File: src/rtl/vga_pkg.sv
`default_nettype none
// ============================================================================
//  Module  : vga_pkg
//  Purpose : Shared VGA geometry, framebuffer sizing and pixel type for the
//            timing generator, framebuffer arbiter and bit generator.
//  Ports   : none (package)
//  Rev     : 1.0  initial release
// ============================================================================
package vga_pkg;

  localparam int H_ACTIVE   = 640;   // visible pixels per line
  localparam int V_ACTIVE   = 480;   // visible lines per frame
  localparam int FB_W       = 160;   // framebuffer width (4x4 screen pixels per FB pixel)
  localparam int FB_H       = 120;   // framebuffer height
  localparam int ADDR_W     = 15;    // framebuffer word address width
  localparam int DATA_W     = 8;     // pixel width, RRRGGGBB
  localparam int COORD_W    = 10;    // width of the screen h/v counters
  localparam int FB_COORD_W = COORD_W - 2;  // screen coordinate divided by 4
  localparam int FB_WORDS   = FB_W * FB_H;  // 19200 words

  typedef logic [DATA_W-1:0] rgb_t;  // RRRGGGBB

endpackage : vga_pkg
`default_nettype wire

File: src/rtl/vga_fb_addr.sv
`default_nettype none
// ============================================================================
//  Module  : vga_fb_addr
//  Purpose : Combinational mapping of a framebuffer (x, y) coordinate to its
//            RAM word address: y*160 + x, built from shifts and adds.
//  Ports   : fb_x_i    in  FB_COORD_W  framebuffer column (h_count >> 2)
//            fb_y_i    in  FB_COORD_W  framebuffer row    (v_count >> 2)
//            fb_addr_o out ADDR_W      word address, wraps modulo 2^ADDR_W
//  Rev     : 1.0  initial release
// ============================================================================
module vga_fb_addr
  import vga_pkg::*;
(
  input  logic [FB_COORD_W-1:0] fb_x_i,
  input  logic [FB_COORD_W-1:0] fb_y_i,
  output logic [ADDR_W-1:0]     fb_addr_o
);

  logic [ADDR_W-1:0] y_ext;
  logic [ADDR_W-1:0] x_ext;

  // 160 = 128 + 32, so y*160 = (y<<7) + (y<<5).
  always_comb begin
    y_ext     = ADDR_W'(fb_y_i);
    x_ext     = ADDR_W'(fb_x_i);
    fb_addr_o = (y_ext << 7) + (y_ext << 5) + x_ext;
  end

endmodule : vga_fb_addr
`default_nettype wire

File: src/rtl/vga_fb_arbiter.sv
`default_nettype none
// ============================================================================
//  Module  : vga_fb_arbiter
//  Purpose : Shares one single-port synchronous framebuffer RAM between VGA
//            scan-out (one read per active pixel slot) and a game-logic
//            writer (granted in every other free memory cycle). Delays the
//            syncs by one pixel to line up with the fetch latency.
//  Ports   : clk_i         in  1       100 MHz system clock
//            rst_ni        in  1       asynchronous active-low reset
//            pix_en_i      in  1       25 MHz pixel strobe (1 clk in 4)
//            h_count_i     in  10      current pixel, sampled on pix_en_i
//            v_count_i     in  10      current line, sampled on pix_en_i
//            h_sync_in_i   in  1       horizontal sync in (active-low)
//            v_sync_in_i   in  1       vertical sync in (active-low)
//            wr_req_i      in  1       writer request, held until wr_ack_o
//            wr_addr_i     in  ADDR_W  writer word address
//            wr_data_i     in  DATA_W  writer pixel value
//            wr_ack_o      out 1       write accepted (same cycle as mem_we_o)
//            mem_addr_o    out ADDR_W  RAM address (registered)
//            mem_we_o      out 1       RAM write enable (registered)
//            mem_wdata_o   out DATA_W  RAM write data (registered)
//            mem_rdata_i   in  DATA_W  RAM read data, 1 clk after address
//            rgb_o         out DATA_W  pixel colour to DAC
//            h_sync_o      out 1       h_sync_in_i delayed one pixel
//            v_sync_o      out 1       v_sync_in_i delayed one pixel
//  Rev     : 1.0  initial release
// ============================================================================
module vga_fb_arbiter
  import vga_pkg::*;
(
  input  logic               clk_i,
  input  logic               rst_ni,
  input  logic               pix_en_i,
  input  logic [COORD_W-1:0] h_count_i,
  input  logic [COORD_W-1:0] v_count_i,
  input  logic               h_sync_in_i,
  input  logic               v_sync_in_i,
  input  logic               wr_req_i,
  input  logic [ADDR_W-1:0]  wr_addr_i,
  input  logic [DATA_W-1:0]  wr_data_i,
  output logic               wr_ack_o,
  output logic [ADDR_W-1:0]  mem_addr_o,
  output logic               mem_we_o,
  output logic [DATA_W-1:0]  mem_wdata_o,
  input  logic [DATA_W-1:0]  mem_rdata_i,
  output rgb_t               rgb_o,
  output logic               h_sync_o,
  output logic               v_sync_o
);

  // --------------------------------------------------------------------------
  // State
  // --------------------------------------------------------------------------
  logic [1:0]        phase_q,       phase_d;
  logic [ADDR_W-1:0] mem_addr_q,    mem_addr_d;
  logic              mem_we_q,      mem_we_d;
  logic [DATA_W-1:0] mem_wdata_q,   mem_wdata_d;
  logic              wr_ack_q,      wr_ack_d;
  logic              rd_pend_q,     rd_pend_d;     // read address on the RAM port
  logic              rd_cap_q,      rd_cap_d;      // read data on mem_rdata_i
  rgb_t              pix_buf_q,     pix_buf_d;
  logic              slot_act_q,    slot_act_d;    // previous pixel slot was visible
  rgb_t              rgb_q,         rgb_d;
  logic              hs_dly_q,      hs_dly_d;
  logic              vs_dly_q,      vs_dly_d;
  logic              h_sync_q,      h_sync_d;
  logic              v_sync_q,      v_sync_d;

  // --------------------------------------------------------------------------
  // Combinational decode
  // --------------------------------------------------------------------------
  logic              active;
  logic              rd_slot;
  logic              grant;
  logic              wr_in_range;
  logic [ADDR_W-1:0] fb_addr;

  vga_fb_addr u_fb_addr (
    .fb_x_i    (h_count_i[COORD_W-1:2]),
    .fb_y_i    (v_count_i[COORD_W-1:2]),
    .fb_addr_o (fb_addr)
  );

  always_comb begin
    active      = (h_count_i < COORD_W'(H_ACTIVE)) && (v_count_i < COORD_W'(V_ACTIVE));
    rd_slot     = pix_en_i & active;
    // While wr_ack_q is high the writer has not yet seen the ack, so its
    // still-asserted request is the one just served.
    grant       = wr_req_i & ~wr_ack_q & ~rd_slot;
    wr_in_range = wr_addr_i < ADDR_W'(FB_WORDS);
  end

  // --------------------------------------------------------------------------
  // Next-state logic
  // --------------------------------------------------------------------------
  always_comb begin
    // A strobe at any phase realigns the counter.
    phase_d     = pix_en_i ? 2'd0 : phase_q + 2'd1;

    mem_addr_d  = mem_addr_q;
    mem_we_d    = 1'b0;
    mem_wdata_d = mem_wdata_q;
    wr_ack_d    = 1'b0;

    if (rd_slot) begin
      mem_addr_d = fb_addr;
    end else if (grant) begin
      mem_addr_d  = wr_addr_i;
      mem_wdata_d = wr_data_i;
      // Out-of-range writes are acknowledged but never reach the RAM.
      mem_we_d    = wr_in_range;
      wr_ack_d    = 1'b1;
    end

    rd_pend_d  = rd_slot;
    rd_cap_d   = rd_pend_q;
    pix_buf_d  = rd_cap_q ? mem_rdata_i : pix_buf_q;

    slot_act_d = slot_act_q;
    rgb_d      = rgb_q;
    hs_dly_d   = hs_dly_q;
    vs_dly_d   = vs_dly_q;
    h_sync_d   = h_sync_q;
    v_sync_d   = v_sync_q;
    if (pix_en_i) begin
      rgb_d      = slot_act_q ? pix_buf_q : '0;
      slot_act_d = active;
      hs_dly_d   = h_sync_in_i;
      vs_dly_d   = v_sync_in_i;
      h_sync_d   = hs_dly_q;
      v_sync_d   = vs_dly_q;
    end
  end

  // --------------------------------------------------------------------------
  // Registers
  // --------------------------------------------------------------------------
  always_ff @(posedge clk_i or negedge rst_ni) begin
    if (!rst_ni) begin
      phase_q     <= 2'd0;
      mem_addr_q  <= '0;
      mem_we_q    <= 1'b0;
      mem_wdata_q <= '0;
      wr_ack_q    <= 1'b0;
      rd_pend_q   <= 1'b0;
      rd_cap_q    <= 1'b0;
      pix_buf_q   <= '0;
      slot_act_q  <= 1'b0;
      rgb_q       <= '0;
      hs_dly_q    <= 1'b1;
      vs_dly_q    <= 1'b1;
      h_sync_q    <= 1'b1;
      v_sync_q    <= 1'b1;
    end else begin
      phase_q     <= phase_d;
      mem_addr_q  <= mem_addr_d;
      mem_we_q    <= mem_we_d;
      mem_wdata_q <= mem_wdata_d;
      wr_ack_q    <= wr_ack_d;
      rd_pend_q   <= rd_pend_d;
      rd_cap_q    <= rd_cap_d;
      pix_buf_q   <= pix_buf_d;
      slot_act_q  <= slot_act_d;
      rgb_q       <= rgb_d;
      hs_dly_q    <= hs_dly_d;
      vs_dly_q    <= vs_dly_d;
      h_sync_q    <= h_sync_d;
      v_sync_q    <= v_sync_d;
    end
  end

  assign wr_ack_o    = wr_ack_q;
  assign mem_addr_o  = mem_addr_q;
  assign mem_we_o    = mem_we_q;
  assign mem_wdata_o = mem_wdata_q;
  assign rgb_o       = rgb_q;
  assign h_sync_o    = h_sync_q;
  assign v_sync_o    = v_sync_q;

endmodule : vga_fb_arbiter
`default_nettype wire

File: config.mk
export PLATFORM = sky130hd
export DESIGN_NAME = vga_fb_arbiter
export DESIGN_NICKNAME = d
export VERILOG_FILES = /design/src/rtl/vga_pkg.sv /design/src/rtl/vga_fb_addr.sv /design/src/rtl/vga_fb_arbiter.sv
export SDC_FILE = /design/constraint.sdc
export NUM_CORES = 1
export LEC_CHECK = 0
export ABC_AREA = 1
export CAP_MARGIN = 40
export CORE_MARGIN = 3
export CORE_UTILIZATION = 45
export DETAILED_ROUTE_END_ITERATION = 7
export GPL_TIMING_DRIVEN = 0
export PLACE_DENSITY = 0.78
export SKIP_LAST_GASP = 1
export SYNTH_ARGS = -nofsm -noshare
export SYNTH_HDL_FRONTEND = slang
export SYNTH_HIERARCHICAL = 1
export SYNTH_SLANG_ARGS = --single-unit
File: constraint.sdc
create_clock -name clk_i -period 1.32 [get_ports clk_i]
set_input_delay 0.264 -clock clk_i [delete_from_list [all_inputs] [get_ports clk_i]]
set_output_delay 0.264 -clock clk_i [all_outputs]
set_load 0.02 [all_outputs]
==> impl_metrics.py, run 1 <==
metrics = {
    "yosys": {
        "synth_edf_count": 0,
        "syn_area_per_cell_sq_um": 8.41,
        "yosys-top-cells-area": "dfrtp_1 42%, nand3_1 13%, nand2_1 11%",
        "synth_seq_cells": 48,
        "netlist_top_cells_count": "79 x nand2_1, 71 x nand3_1, 44 x dfrtp_1",
        "synth_top_area_cell": "dfrtp_1",
        "ys.flop_type": "dfrtp_1",
        "async_flop_share": 1.00,
        "synth_nets": 389,
        "ys_seq_area_frac": 0.455,
        "synth_top_area_share": 0.416,
        "netlist_area_sq_um": 2650,
        "synth_cell_types": 30,
        "synth_cells": 315,
        "yosysMostFrequentCell": "nand2_1",
        "yosys_warnings": 6,
    },
    "setup_path": {
        "endpoint_kind": "flop",
        "critPathCapture": "mem_addr_o[9]",
        "slowest_stage": "fa_1",
        "startpoint": "v_count_i[2]",
        "path_buf_inv": 4,
        "crit_chain": "buf_8 -> inv_4 -> fa_1 -> inv_1 -> ha_4 -> nand3_2 -> nand3_2 -> buf_4 -> xor2_1 -> nand3_1 -> nand3_1",
        "critPathArrivalTime_ps": 1810,
        "r2r_cells": 5,
        "path_max_fanout": 3,
        "timing.rr.end": "mem_addr_o[11]",
        "rrSetupSlack_ps": 130,
        "crit_required_ps": 1500,
        "crit_family": "adder cells",
        "worst_setup_path_start_kind": "primary input",
        "max_stage_delay_ps": 560,
        "rr_startpoint": "wr_ack_o",
        "crit_type": "primary input to flop",
        "cp_num_cells": 11,
    },
    "clock_network": {
        "clkSlewWorstSetupHoldPaths_ps": 90,
        "cts_tree": "yes",
        "cts_made_buffers": 5,
        "cts.sinks": 48,
        "cts-root-buf": "clkbuf_8",
        "clock_path_buffers": 2,
        "htreeDepth": 2,
        "clk_latency_ps": 300,
    },
    "place": {
        "place.gp.congestion": 0.858,
        "dp_hpwl_um": 5040,
        "port_buffers": 82,
        "placed_area_sq_um": 3590,
        "dp_slack_ps": -1210,
    },
    "routing": {
        "wl_per_cell_um": 14.1,
        "dr.pass1.iters": 4,
        "drc": 0,
        "drt_wl_total_um": 6800,
        "drt_iter0_drc": 187,
        "vias": 2444,
        "via_per_inst": 5.06,
        "postRouteAntennaNets": 0,
    },
    "power": {
        "p_comb_frac": 0.341,
        "power.switching_mw": 1.37,
        "power_frac_seq": 0.436,
        "intPower_mw": 2.75,
        "power_density_nw_per_um2": 1070,
        "power_mw": 4.12,
        "clkPwrFrac": 0.223,
        "ir_worst_vdd_v": 0.000851,
        "p_leak_nw": 1.93,
        "switching_share": 0.333,
    },
    "global_route": {
        "use_met3": 0.0586,
        "grtUsageTotal": 0.206,
        "grt_use_met1": 0.263,
        "antenna_found_initial": 0,
        "grt_pass1_vias": 2405,
        "grt_overflow": 0,
        "grt_pass1_wl_um": 10800,
        "busiest_layer": "met2",
        "grt_max_degree": 30,
        "grtUsageMet2": 0.340,
    },
    "status": {
        "status": "complete, but fails checks",
        "violations": "setup timing",
    },
    "timing": {
        "fin_crit_ps": 1630,
        "max_freq_mhz": 613,
        "clock_skew_ps": 8.98,
        "timing.slew.headroom": 0.678,
        "finalMaxSlewViolations": 0,
        "rsz0062_at_grt": "yes",
        "setup_viol": 8,
        "worst_pin_slew_ps": 484,
        "min_period_over_period": 1.24,
        "layout_setup_ws_ps": -312,
        "hold_violations": 0,
    },
    "die": {
        "rows": 27,
        "ioPinCount": 92,
        "dieArea_sq_um": 6840,
        "die_w_um": 82.7,
        "fp.dieH_um": 82.7,
        "start_util": 0.472,
        "core_sq_um": 5610,
    },
    "cells_and_area": {
        "ff_latch_area_sq_um": 1210,
        "multi_input_area_sq_um": 1340,
        "fill_cells": 462,
        "final_area_sq_um": 3840,
        "areaGrowthSynthToFinish_pct": 45.1,
        "fin_util": 0.685,
        "antenna_cells": 0,
        "nets": 484,
        "layout-drive-gt1-share": 0.202,
    },
    "worst_hold_path": {
        "hp-class": "primary input to flop",
    },
    "flow_run": {
        "cap_violations": 0,
    },
}
per-stage QoR:
step                TNS (ps)  hold slack [ps]  cells
floorplan              -2960            -31.6    315
CTS                    -2250              180    481
global placement      -80550              335    469
detailed placement    -18810              243    470
finish                 -1930              181    483
global route           -2620              180    483
power by group through the flow:
stage	combinational (mW)	clock, mW	sequential, mW
floorplan	0.531	0	2.01
global placement	1.35	0	1.82
detailed placement	1.38	0	1.83
CTS	1.35	0.932	1.79
global route	1.56	1.00	1.82
finish	1.40	0.920	1.80
worst min path at each step:
stage	slack, ps	cells after the start	from	endpoint
2_1_floorplan	-30	0	rst_ni	mem_addr_o[0]
3_3_place_gp	340	0	rd_cap_d	rd_cap_q
3_5_place_dp	240	1	rst_ni	rgb_o[6]
6_report	180	3	h_count_i[3]	mem_addr_o[1]
4_1_cts	180	3	h_count_i[3]	mem_addr_o[1]
5_1_grt	180	3	h_count_i[3]	mem_addr_o[1]
final cells by class:
class | count | area share
plain buffers | 16 | 0.0316
clock inverters | 1 | 0.00228
inverters | 41 | 0.0439
multi-input cells | 210 | 0.349
repair buffers | 88 | 0.214
flip-flops and latches | 48 | 0.314
well taps | 72 | 0.0234
clock buffers | 7 | 0.0225
flip-flops by register name, summed over array words and instances (netlist names), 8 cells and up:
register	cells
mem_addr_o	15
mem_wdata_o	8
pix_buf_q	8
rgb_o	8
worst register-to-register path: stages, from the launching register on:
cell     delay, ps
dfrtp_1        410
nor2_4         190
inv_2          100
buf_2          200
nand3_1        100
nand3_1         80
logic make-up after synthesis:
| group | count (synthesis) | share of synthesized area |
|---|---|---|
| and+or+nand+nor | 167 | 0.291 |
| buffers and inverters | 57 | 0.105 |
| DFF | 48 | 0.455 |
| AOI/OAI and AO/OA | 23 | 0.0529 |
| adders and majority gates | 17 | 0.0860 |
| xor gates and xnor gates | 3 | 0.00992 |
timing repair:
item,4_1_cts,5_1_grt
gates resized for setup,93,26
hold buffers,1,0
pin swaps,19,9
setup buffers,2,2
hold endpoints to repair,19,0
endpoints found under the setup margin,60,22
layout by cell type, fill, tap and decap left out, types with 2 or more instances in the layout:
cell type / netlist / routed
a21oi_2: 1 / 2
clkinv_4: 1 / 2
clkbuf_8: 0 / 6
clkbuf_2: 0 / 3
buf_4: 5 / 9
nor2_4: 1 / 2
ha_4: 0 / 9
nand3_1: 71 / 65
dfrtp_1: 44 / 44
buf_8: 0 / 2
dfstp_2: 4 / 4
ha_1: 15 / 5
clkdlybuf4s15_1: 0 / 9
nand2_2: 4 / 5
clkdlybuf4s50_1: 0 / 34
buf_6: 5 / 6
o21ai_0: 18 / 18
inv_1: 39 / 32
nand2_1: 79 / 77
clkbuf_1: 3 / 3
inv_2: 1 / 6
buf_2: 2 / 8
nand3_2: 2 / 8
nor2_1: 5 / 5
dlygate4sd2_1: 0 / 29
metal layers:
| layer | vias to the layer above | share of wire |
|---|---|---|
| met3 | 16 | 0.080 |
| met2 | 92 | 0.48 |
| li1 | 1205 | - |
| met1 | 1131 | 0.41 |
| met5 | - | 0 |
| met4 | 0 | 0.021 |
Power figures use the tool's default switching activity.
==> inputs of run 2 (changes only) <==
--- a/config.mk
+++ b/config.mk
@@ -8,10 +8,12 @@
 export ABC_AREA = 1
 export CAP_MARGIN = 40
 export CORE_MARGIN = 3
-export CORE_UTILIZATION = 45
+export CORE_UTILIZATION = 47
+export CTS_BUF_LIST = sky130_fd_sc_hd__clkbuf_4 sky130_fd_sc_hd__clkbuf_8
 export DETAILED_ROUTE_END_ITERATION = 7
 export GPL_TIMING_DRIVEN = 0
-export PLACE_DENSITY = 0.78
+export HOLD_SLACK_MARGIN = 0.08
+export PLACE_DENSITY = 0.81
 export SKIP_LAST_GASP = 1
 export SYNTH_ARGS = -nofsm -noshare
 export SYNTH_HDL_FRONTEND = slang
==> run 2 against run 1 <==
Against the previous run: the run still ends with setup timing left; die area decreased by 3.9%; first-iteration DRC count decreased by 19%; non-clock buffer count decreased by 1; sequential power about the same; power increased by 0.97%; clock skew decreased by 6.3 ps; design area increased by 0.16%; via count increased by 2.0%; hold slack got worse by 9.7 ps; final cell count decreased by 0.62%; critical path type unchanged; highest routed layer unchanged.
==> impl_metrics.py, run 2 (synthesis results as in run 1) <==
metrics = {
    "clock_network": {
        "clock_path_buffers": 2,
        "cts_tree": "yes",
        "clkSlewWorstSetupHoldPaths_ps": 90,
        "clk_latency_ps": 300,
        "cts_made_buffers": 5,
        "htreeDepth": 2,
        "cts.sinks": 48,
        "cts-root-buf": "clkbuf_8",
    },
    "setup_path": {
        "worst_setup_path_start_kind": "primary input",
        "crit_type": "primary input to flop",
        "crit_required_ps": 1560,
        "path_max_fanout": 3,
        "endpoint_kind": "flop",
        "critPathArrivalTime_ps": 1880,
    },
    "die": {
        "core_sq_um": 5270,
        "die_w_um": 81.1,
        "fp.dieH_um": 81.1,
        "start_util": 0.503,
        "dieArea_sq_um": 6570,
        "ioPinCount": 92,
        "rows": 26,
    },
    "power": {
        "p_leak_nw": 1.93,
        "ir_worst_vdd_v": 0.000626,
        "power_density_nw_per_um2": 1080,
        "power_mw": 4.16,
    },
    "cells_and_area": {
        "final_area_sq_um": 3850,
        "nets": 483,
        "antenna_cells": 0,
        "areaGrowthSynthToFinish_pct": 45.3,
        "fin_util": 0.731,
        "layout.cells.most_common": "nand2_1",
        "instances_no_fill": 480,
        "largest_register_ffs": 15,
        "layout_common_cells": "76 x nand2_1, 66 x nand3_1, 44 x dfrtp_1",
        "layout-drive-gt1-share": 0.207,
    },
    "timing": {
        "finalMaxSlewViolations": 0,
        "fin_crit_ps": 1640,
        "fin_setup_tns_ps": -2140,
        "clock_skew_ps": 2.67,
        "min_period_over_period": 1.24,
        "setup_viol": 8,
        "timing.slew.headroom": 0.636,
        "hold_violations": 0,
        "worst_pin_slew_ps": 546,
        "layout_setup_ws_ps": -320,
        "max_freq_mhz": 610,
        "rsz0062_at_grt": "yes",
    },
    "status": {
        "status": "complete, but fails checks",
        "violations": "setup timing",
    },
    "global_route": {
        "grt_use_met1": 0.263,
        "use_met3": 0.0665,
        "grt_pass1_wl_um": 11000,
        "antenna_found_initial": 0,
        "grt_pass1_vias": 2442,
        "grt_overflow": 0,
        "grt_max_degree": 28,
        "busiest_layer": "met2",
        "grtUsageTotal": 0.217,
        "grtUsageMet2": 0.373,
    },
    "place": {
        "place_inst": 468,
        "placed_area_sq_um": 3590,
        "place.gp.congestion": 0.818,
        "dp_hpwl_um": 5120,
        "port_buffers": 82,
    },
    "routing": {
        "dr.pass1.iters": 4,
        "wl_per_cell_um": 14.8,
        "postRouteAntennaNets": 0,
        "drc": 0,
        "vias": 2492,
        "drt_wl_total_um": 7120,
        "drt_iter0_drc": 151,
        "via_per_inst": 5.19,
    },
    "flow_run": {
        "cap_violations": 0,
    },
    "worst_hold_path": {
        "hp-class": "primary input to flop",
    },
}
run 2: changes by cell type in the layout (fill, tap and decap cells not counted), sizes merged:
cell           delta
clkdlybuf4s15     -1
dlygate4sd2       +1
buf               -1
clkbuf            -1
clkinv            -1
clkinvlp          +2
run 2: layout make-up:
class | count | area, sq um
flip-flops and latches | 48 | 1210
plain buffers | 16 | 121
clock buffers | 6 | 82.6
multi-input cells | 210 | 1350
well taps | 70 | 87.6
clock inverters | 2 | 15.0
fillers | 412 | 1420
inverters | 41 | 169
repair buffers | 87 | 820
run 2: what timing repair did:
action                     4_1_cts  5_1_grt
hold buffers                     1        0
hold endpoints to repair        21        0
pin swaps                       18       13
setup endpoints to repair       60       21
gates resized for setup         94       29
cloned                           0        0
setup buffers                    2        1
run 2: layer usage:
metal,wire length [um],share of wire,vias to the layer above
met1,2880,0.40,1175
met2,3520,0.49,103
met3,566,0.079,14
met5,0,0,-
li1,-,-,1200
met4,154,0.022,0
run 2: metrics by stage:
stage	setup slack, ps	hold slack (ps)
detailed placement	-1250	275
global placement	-1310	334
CTS	-357	166
global route	-383	173
finish	-320	171
floorplan	-443	-31.6
run 2: report_power, final:
part | internal [mW] | leakage [nW] | total (mW) | switching [mW]
Sequential | 1.69 | 0.597 | 1.80 | 0.107
Combinational | 0.629 | 1.29 | 1.44 | 0.806
Clock | 0.424 | 0.0434 | 0.927 | 0.502
Total | 2.74 | 1.93 | 4.16 | 1.42
run 2: worst max-delay path, stage by stage:
cell,delay (ps)
buf_6,70
inv_2,30
fa_2,590
inv_2,50
ha_4,260
nand3_2,80
nand3_4,100
xor2_1,190
nand3_1,140
nand3_1,100
run 2: path summary, 6_finish.rpt:
kind / slack [ps] / to / depth (start not counted) / from
max reg2reg: 120 / mem_addr_o[13] / 5 / wr_ack_o
min in group asynchronous: 480 / mem_addr_o[14] / 2 / rst_ni
min reg2reg: 370 / rd_cap_q / 0 / rd_cap_d
max: -320 / mem_addr_o[9] / 10 / v_count_i[2]
min: 170 / mem_addr_o[1] / 3 / h_count_i[3]
max in group asynchronous: 240 / vs_dly_q / 3 / rst_ni
